### config.mk
export PLATFORM = sky130hd
export DESIGN_NAME = ppu_scaler
export DESIGN_NICKNAME = d
export VERILOG_FILES = /design/src/rtl/ppu_pkg.sv /design/src/rtl/ppu_line_store.sv /design/src/rtl/ppu_scaler.sv
export SDC_FILE = /design/constraint.sdc
export NUM_CORES = 1
export LEC_CHECK = 0
export CORE_MARGIN = 8
export CORE_UTILIZATION = 25
export CTS_BUF_LIST = sky130_fd_sc_hd__clkbuf_4
export DETAILED_ROUTE_END_ITERATION = 16
export HOLD_SLACK_MARGIN = 0.08
export PLACE_DENSITY = 0.37
export SYNTH_ARGS = -nofsm -noshare
export SYNTH_HDL_FRONTEND = slang
export SYNTH_SLANG_ARGS = --single-unit
### constraint.sdc
create_clock -name clk -period 2.45 [get_ports clk]
set_clock_uncertainty 0.15 [all_clocks]
set_input_delay 0.245 -clock clk [delete_from_list [all_inputs] [get_ports clk]]
set_output_delay 0.245 -clock clk [all_outputs]
set_load 0.02 [all_outputs]
### src/rtl/ppu_pkg.sv
// Shared encodings for the PPU scaler: processing modes, FSM states and
// counter-width helpers used by the top and the line store.
package ppu_pkg;

  localparam logic [2:0] MODE_PASS    = 3'd0;
  localparam logic [2:0] MODE_INVERT  = 3'd1;
  localparam logic [2:0] MODE_HDOUBLE = 3'd2;
  localparam logic [2:0] MODE_VDOUBLE = 3'd3;

  typedef enum logic [1:0] {
    STREAM      = 2'd0,
    REPEAT_PIX  = 2'd1,
    REPLAY_LINE = 2'd2
  } state_t;

  // Modes 4-7 are reserved and behave as plain pass-through.
  function automatic logic [2:0] mode_decode(input logic [2:0] m);
    return m[2] ? MODE_PASS : m;
  endfunction

  function automatic int unsigned cnt_w(input int unsigned n);
    return (n > 1) ? $clog2(n) : 1;
  endfunction

endpackage

### src/rtl/ppu_line_store.sv
// One-line pixel buffer: single synchronous write port, combinational read.
module ppu_line_store
  import ppu_pkg::*;
#(
  parameter int unsigned DATA_W   = 8,
  parameter int unsigned LINE_LEN = 32
) (
  input  logic                        clk,
  input  logic                        i_we,
  input  logic [cnt_w(LINE_LEN)-1:0]  i_waddr,
  input  logic [DATA_W-1:0]           i_wdata,
  input  logic [cnt_w(LINE_LEN)-1:0]  i_raddr,
  output logic [DATA_W-1:0]           o_rdata
);

  logic [DATA_W-1:0] r_mem [LINE_LEN];

  always_ff @(posedge clk) begin
    if (i_we) r_mem[i_waddr] <= i_wdata;
  end

  assign o_rdata = r_mem[i_raddr];

endmodule

### src/rtl/ppu_scaler.sv
// Streaming pixel scaler: pass, invert, horizontal doubling and vertical
// doubling (line replay from a line store), with frame sync and EOL/EOF marks.
module ppu_scaler
  import ppu_pkg::*;
#(
  parameter int unsigned DATA_W      = 8,
  parameter int unsigned LINE_LEN    = 32,
  parameter int unsigned FRAME_LINES = 32
) (
  input  logic              clk,
  input  logic              rst,
  input  logic              sync,
  input  logic [2:0]        mode,
  input  logic [DATA_W-1:0] in_data,
  input  logic              in_valid,
  output logic              in_ready,
  output logic [DATA_W-1:0] out_data,
  output logic              out_valid,
  input  logic              out_ready,
  output logic              out_eol,
  output logic              out_eof,
  output logic              busy
);

  localparam int unsigned HW = cnt_w(LINE_LEN);
  localparam int unsigned VW = cnt_w(FRAME_LINES);
  localparam logic [HW-1:0] H_LAST = HW'(LINE_LEN - 1);
  localparam logic [VW-1:0] V_LAST = VW'(FRAME_LINES - 1);

  state_t            r_state;
  logic [HW-1:0]     r_h;
  logic [HW-1:0]     r_rd;
  logic [VW-1:0]     r_v;
  logic [2:0]        r_mode;
  logic [DATA_W-1:0] r_out_data;
  logic [DATA_W-1:0] r_pix;
  logic              r_out_valid;
  logic              r_out_eol;
  logic              r_out_eof;
  logic              r_rep_eol;
  logic              r_rep_eof;
  logic              r_rd_last;

  logic              w_out_free;
  logic              w_in_fire;
  logic              w_out_fire;
  logic              w_line_start;
  logic [2:0]        w_mode;
  logic              w_h_last;
  logic              w_v_last;
  logic              w_rd_end;
  logic [VW-1:0]     w_v_next;
  logic              w_store_we;
  logic [DATA_W-1:0] w_rd_data;

  assign w_out_free   = !r_out_valid || out_ready;
  assign in_ready     = (r_state == STREAM) && w_out_free && !sync && !rst;
  assign w_in_fire    = in_valid && in_ready;
  assign w_out_fire   = r_out_valid && out_ready;
  assign w_line_start = (r_state == STREAM) && (r_h == '0);
  // The first pixel of a line sees the live mode, the rest the latched copy.
  assign w_mode       = mode_decode(w_line_start ? mode : r_mode);
  assign w_h_last     = (r_h == H_LAST);
  assign w_v_last     = (r_v == V_LAST);
  assign w_rd_end     = (r_rd == H_LAST);
  assign w_v_next     = w_v_last ? '0 : r_v + 1'b1;
  assign w_store_we   = w_in_fire && (w_mode == MODE_VDOUBLE);

  ppu_line_store #(
    .DATA_W   (DATA_W),
    .LINE_LEN (LINE_LEN)
  ) u_line_store (
    .clk     (clk),
    .i_we    (w_store_we),
    .i_waddr (r_h),
    .i_wdata (in_data),
    .i_raddr (r_rd),
    .o_rdata (w_rd_data)
  );

  always_ff @(posedge clk or posedge rst) begin
    if (rst) begin
      r_state     <= STREAM;
      r_h         <= '0;
      r_rd        <= '0;
      r_v         <= '0;
      r_mode      <= MODE_PASS;
      r_out_data  <= '0;
      r_pix       <= '0;
      r_out_valid <= 1'b0;
      r_out_eol   <= 1'b0;
      r_out_eof   <= 1'b0;
      r_rep_eol   <= 1'b0;
      r_rep_eof   <= 1'b0;
      r_rd_last   <= 1'b0;
    end else if (sync) begin
      r_state     <= STREAM;
      r_h         <= '0;
      r_rd        <= '0;
      r_v         <= '0;
      r_out_valid <= 1'b0;
      r_out_eol   <= 1'b0;
      r_out_eof   <= 1'b0;
      r_rd_last   <= 1'b0;
    end else begin
      if (w_line_start) r_mode <= mode;
      case (r_state)
        STREAM: begin
          if (w_in_fire) begin
            r_out_valid <= 1'b1;
            r_out_data  <= in_data;
            r_out_eol   <= w_h_last;
            r_out_eof   <= w_h_last && w_v_last;
            r_h         <= w_h_last ? '0 : r_h + 1'b1;
            if (w_h_last && (w_mode != MODE_VDOUBLE)) r_v <= w_v_next;
            case (w_mode)
              MODE_INVERT: r_out_data <= ~in_data;
              MODE_HDOUBLE: begin
                r_out_eol <= 1'b0;
                r_out_eof <= 1'b0;
                r_pix     <= in_data;
                r_rep_eol <= w_h_last;
                r_rep_eof <= w_h_last && w_v_last;
                r_state   <= REPEAT_PIX;
              end
              MODE_VDOUBLE: begin
                // Pass-through copy never carries EOF; the replayed line does.
                r_out_eof <= 1'b0;
                if (w_h_last) begin
                  r_rd      <= '0;
                  r_rd_last <= 1'b0;
                  r_state   <= REPLAY_LINE;
                end
              end
              default: ;
            endcase
          end else if (w_out_fire) begin
            r_out_valid <= 1'b0;
          end
        end
        REPEAT_PIX: begin
          if (w_out_fire) begin
            r_out_data <= r_pix;
            r_out_eol  <= r_rep_eol;
            r_out_eof  <= r_rep_eof;
            r_state    <= STREAM;
          end
        end
        REPLAY_LINE: begin
          if (w_out_free) begin
            if (r_rd_last) begin
              r_out_valid <= 1'b0;
              r_rd_last   <= 1'b0;
              r_v         <= w_v_next;
              r_state     <= STREAM;
            end else begin
              r_out_valid <= 1'b1;
              r_out_data  <= w_rd_data;
              r_out_eol   <= w_rd_end;
              r_out_eof   <= w_rd_end && w_v_last;
              r_rd_last   <= w_rd_end;
              r_rd        <= w_rd_end ? '0 : r_rd + 1'b1;
            end
          end
        end
        default: r_state <= STREAM;
      endcase
    end
  end

  assign out_data  = r_out_data;
  assign out_valid = r_out_valid;
  assign out_eol   = r_out_eol;
  assign out_eof   = r_out_eof;
  assign busy      = (r_state != STREAM) || r_out_valid;

endmodule

==> results by group, run 1 <==
Worst setup path
  – Type of the worst setup path: reg -> reg
  – Worst r2r src: r_state[0]$_DFFE_PP0P_
  – Type of origin of the critical path: flop
  – Critical path launch point: r_state[0]$_DFFE_PP0P_
  – CP Max Fanout: 8
  – Worst EP required: 2760 ps
  – Worst setup EP type: flop
  – Arrival time at the worst endpoint: 2680 ps

Pwr
  – Power per cell area: 676 nW/um^2
  – VDD IR max: 318 uV
  – Total power: 11.3 mW
  – P_leak: 5.69 nW

Clock network
  – Clk buf depth: 3
  – Clk root buf: clkbuf_4
  – TritonCTS clock tree: built
  – Num Clock Sinks: 298
  – H-tree depth: 3
  – TritonCTS Buffers: 83
  – CTS clk-pin slew, worst paths: 60 ps
  – Worst skew pair latency: 790 ps

Global route
  – GRT Residual Overflow: 0
  – First-pass GRT wire length: 58800 um
  – Number of antenna violations at the first check in global routing: 2
  – Vias in the first global route: 8845
  – Largest net degree at the start of global routing: 34
  – Total global-route track usage: 0.133

Synth
  – Ys Warns: 0
  – Library cells used by synthesis: 68
  – Synth cell count leaders: edfxtp_1 (256), nor2_1 (62), mux4_2 (49), dfrtp_1 (42), clkbuf_1 (32)
  – Register area share after synthesis: 0.673
  – Top cells by area, synth: edfxtp_1 (59%), mux4_2 (8.5%), dfrtp_1 (8.1%)
  – Async set-reset flop share out of synthesis: 0.141
  – EDFF count, synth: 256
  – Mapped cell area: 13000 um^2
  – #FFs+latches synth: 298
  – Share of the synthesized area in the top cell type: 0.592
  – Dominant synthesized flop cell: edfxtp_1
  – Synthesized netlist cell count: 833
  – Syn_nets: 862
  – Top-count cell post-synth: edfxtp_1
  – Cell taking the most area after synthesis: edfxtp_1
  – Post-Syn Area per Cell: 15.6 um^2

Route
  – Antenna Violating Nets Remaining: 0
  – Routed length per instance: 21.7 um
  – # DRC: 0
  – DR iter-0 viols: 410
  – Final WL: 39100 um
  – Via count: 8374
  – Drt pass-1 iters: 5
  – Vias per std cell: 4.64

Place
  – Placed cells: 1643
  – DP Wirelength: 27300 um
  – Place WS: -100 ps
  – IO buf count: 28
  – Routability cong.: 0.753

Floorplanning
  – Core region area: 51300 um^2
  – Width of the die: 244 um
  – Cell Rows: 83
  – Starting Density: 0.253
  – Die area: 59500 um^2
  – Die height: 244 um
  – # IOs: 29

Cells and area
  – Nets: 1090
  – Layout area overhead: 28.5%
  – Non-Filler Instances: 1805
  – Share of post-route cells with drive strength above 1: 0.379
  – Fillers: 5147

Timing
  – Final hold violation count: 0
  – Tmin final: 2370 ps
  – Final WS setup: 79.6 ps
  – Final Cycle Share: 0.968
  – Pins Over Slew Limit: 0
  – Rel. slew slack: 0.564
  – Fmax achieved: 422 MHz
  – Setup-failing EPs final: 0
  – RSZ-0062 raised after global routing: true
  – Worst slew pin tran: 651 ps

Hold path
  – HP Class: in -> reg
  – Hold path startpoint: mode[0]

Run status
  – Status: finished, final reports clean

Flow run
  – Number of max-cap violations: 0
==> critical path, stage by stage, from the launching register on <==
cell	delay [ps]
dfrtp_1	380
inv_2	80
ha_4	170
buf_4	120
and2_1	140
nand4_1	190
nand2_2	210
nand3_1	130
buf_6	180
nor2_1	150
buf_4	170
==> layout by cell type (no fill, tap or decap), drive strengths merged, types with 14 or more instances in the layout <==
cell type	count
edfxtp	256
buf	164
clkbuf	119
nor2	62
mux4	49
dfrtp	42
nand2	31
a21oi	31
o21ai	31
mux2i	28
clkdlybuf4s50	26
mux2	24
clkinv	23
nand4	22
o211ai	21
nor2b	16
nand3	16
inv	15
o22ai	15
a22oi	14
==> flip-flops by register name (all words and copies together), names as in the netlist, 2 cells and up <==
| name | count |
|---|---|
| u_line_store.r_mem | 256 |
| r_v | 5 |
| r_h | 5 |
| r_state | 2 |
| r_mode | 3 |
| r_rd | 5 |
| out_data | 8 |
| r_pix | 8 |
==> final timing paths <==
path / to / slack [ps] / cells past startpoint
setup / recovery: u_line_store.r_mem[23][0]$_DFFE_PP_ / 80 / 10
hold / removal: r_mode[0]$_DFFE_PP0N_ / 180 / 4
min in group asynchronous: r_v[3]$_DFFE_PP0P_ / 330 / 4
hold reg to reg: out_data[2]$_DFFE_PP0P_ / 340 / 2
setup reg to reg: u_line_store.r_mem[23][0]$_DFFE_PP_ / 80 / 10
max in group asynchronous: out_data[0]$_DFFE_PP0P_ / 1160 / 5
==> cell families (layout without fill, tap and decap cells) <==
group	Yosys count	count (layout)	synth area share
DFF	298	298	0.673
and+or+nand+nor	200	200	0.0809
AOI/OAI and AO/OA	155	155	0.0831
muxes	101	101	0.127
buffers and inverters	66	354	0.0228
adders and majority gates	13	13	0.0125
other	0	4	0
==> layer usage <==
layer / share of wire / GRT usage / vias to the layer above
met1: 0.47 / 0.179 / 4312
met4: 0.028 / 0.0496 / 0
met5: 0 / 0 / -
met3: 0.039 / 0.0329 / 62
met2: 0.46 / 0.204 / 163
li1: - / - / 3837
==> power breakdown <==
part	internal, mW	switching (mW)	total (mW)
Clock	2.55	2.16	4.72
Sequential	5.63	0.105	5.74
Combinational	0.363	0.461	0.824
==> stage by stage <==
stage	setup TNS [ps]	hold WS [ps]	util	area, um^2
2_1_floorplan	-52040	194	-	13000
3_3_place_gp	-15780	329	0.297	15300
3_5_place_dp	-14940	335	0.297	15300
4_1_cts	0	109	0.320	16400
5_1_grt	-87.2	141	0.325	16700
6_report	0	182	0.325	16700
==> what timing repair did <==
action,CTS,global route
setup endpoints to repair,253,273
hold endpoints to repair,18,0
pin swaps,1,5
setup buffers,2,8
gates resized for setup,18,41
hold buffers,3,0
==> area by class of cell <==
type	instances	area, um^2	share of cell area
antenna	4	10.0	0.000600
clock buffer	119	893	0.0536
clock inverter	26	194	0.0116
inverter	15	56.3	0.00338
multi-input combinational	469	4120	0.247
sequential	298	8740	0.524
tap	680	851	0.0510
timing repair buffer	194	1810	0.109
Note: power is estimated with default switching activity, not from simulation.
==> run 2, diff against run 1 <==
Settings changed: GPL_TIMING_DRIVEN set to 0.
==> results by group, run 2 (synthesis results as in run 1) <==
Route
  – Met2 WL post-DR: 18700 um
  – Met3 WL: 1660 um
  – Drt pass-1 iters: 5
  – DR iter-0 viols: 555
  – Top routing layer in use: met4
  – # DRC: 0
  – Routed length on met1: 17900 um
  – Vias per std cell: 4.70
  – Final WL: 39100 um
  – Routed length per instance: 22.1 um
  – Antenna Violating Nets Remaining: 0
  – Via count: 8309

Place
  – Place WS: -1530 ps
  – Routability cong.: 0.765
  – IO buf count: 27
  – Placed cells: 1541
  – Placed Area: 14100 um^2
  – DP Wirelength: 25300 um

Timing
  – Pins Over Slew Limit: 0
  – Rel. slew slack: 0.340
  – Worst slew pin tran: 988 ps
  – RSZ-0062 raised after global routing: true
  – Final WS setup: 65.0 ps
  – Hold slack final: 179 ps
  – Fmax achieved: 419 MHz
  – Final hold violation count: 0
  – Setup-failing EPs final: 0
  – Final Cycle Share: 0.973
  – Tmin final: 2380 ps
  – Sum Neg Setup Slack: 0 ps

Floorplanning
  – Cell Rows: 83
  – Width of the die: 244 um
  – Die height: 244 um
  – Core region area: 51300 um^2
  – Starting Density: 0.253
  – # IOs: 29
  – Die area: 59500 um^2

Hold path
  – Hold path startpoint: in_valid
  – HP Class: in -> reg
  – Hold depth: 5

Cells and area
  – Non-Filler Instances: 1769
  – Most frequent cells in the layout: edfxtp_1 (256), clkbuf_4 (133), mux4_2 (49)
  – Nets: 1053
  – Largest Register: u_line_store.r_mem
  – Share of post-route cells with drive strength above 1: 0.386
  – Commonest non-fill, non-tap cell in the layout: edfxtp_1
  – Layout area overhead: 30.9%
  – Max reg flops: 256
  – Fin area: 17000 um^2

Worst setup path
  – Type of origin of the critical path: flop
  – Critical path launch point: r_rd[0]$_DFFE_PP0P_
  – Worst EP required: 2940 ps
  – Arrival time at the worst endpoint: 2870 ps
  – CP Max Fanout: 10
  – Worst r2r src: r_rd[0]$_DFFE_PP0P_
  – R2R setup slack: 70 ps
  – R2R cell count: 7
  – FF-to-FF End: out_data[7]$_DFFE_PP0P_
  – Worst setup EP type: flop
  – Type of the worst setup path: reg -> reg
  – Critical Path End: out_data[7]$_DFFE_PP0P_

Pwr
  – P_leak: 5.52 nW
  – Combinational share of power: 0.075
  – Net Switching: 2.70 mW
  – Sw frac: 0.242
  – Power per cell area: 657 nW/um^2
  – VDD IR max: 255 uV
  – Int Power: 8.45 mW
  – Sequential fraction of design power: 0.515
  – Clk pwr share: 0.410

Global route
  – Largest net degree at the start of global routing: 38
  – GRT Residual Overflow: 0
  – Total global-route track usage: 0.130
  – Vias in the first global route: 8730
  – First-pass GRT wire length: 57500 um
  – Number of antenna violations at the first check in global routing: 3

Clock network
  – H-tree depth: 3
  – CTS clk-pin slew, worst paths: 60 ps
  – Worst skew pair latency: 790 ps
  – TritonCTS Buffers: 84
  – Clk buf depth: 3
  – Num Clock Sinks: 298
  – TritonCTS clock tree: built
  – Clk root buf: clkbuf_4

Run status
  – Status: finished, final reports clean

Flow run
  – Number of max-cap violations: 0
## run 2: critical path, cell delays in order, from the launching register on
cell and delay [ps]:
dfrtp_1 420, buf_12 200, buf_8 190, mux4_2 570, a22oi_1 150, o21ai_1 170, o22ai_1 280, o21ai_0 120
## run 2: how the worst min path moves through the flow
stage / endpoint
6_report: r_h[4]$_DFFE_PP0P_
5_1_grt: r_h[1]$_DFFE_PP0P_
4_1_cts: r_h[4]$_DFFE_PP0P_
3_5_place_dp: out_data[3]$_DFFE_PP0P_
3_3_place_gp: out_data[3]$_DFFE_PP0P_
2_1_floorplan: u_line_store.r_mem[0][0]$_DFFE_PP_
## run 2: cell type report
type	count	area (um^2)
Fill cell	5102	34300
Buffer	44	353
Timing Repair Buffer	112	1340
Clock buffer	126	946
Sequential cell	298	8740
Tap cell	680	851
Multi-Input combinational cell	469	4560
Antenna cell	4	10.0
Inverter	15	57.6
Clock inverter	21	128
## run 2: what timing repair did
item,in CTS,in global routing
resized for setup,161,53
hold buffers,12,1
buffers inserted,56,15
endpoints found under the setup margin,294,293
pin swaps,47,13
cloned,0,1
endpoints found under the hold margin,296,32
## run 2: power by group through the flow
stage               Combinational [mW]  Sequential, mW  Clock (mW)
floorplan                        0.338            5.88           0
global placement                 0.728            5.86           0
detailed placement               0.732            5.85           0
CTS                              0.787            5.75        4.78
global route                     0.913            5.76        5.00
finish                           0.834            5.75        4.57
## run 2: per-layer routing
layer	track usage	vias to the layer above
li1	-	3762
met1	0.175	4304
met2	0.209	186
met3	0.0293	57
met4	0.0389	0
met5	0	-
## run 2: through the flow
step,power [mW],utilization
after floorplan,6.21,-
after global placement,6.58,0.275
after detailed placement,6.58,0.275
after CTS,11.3,0.324
after global routing,11.7,0.331
final,11.2,0.331
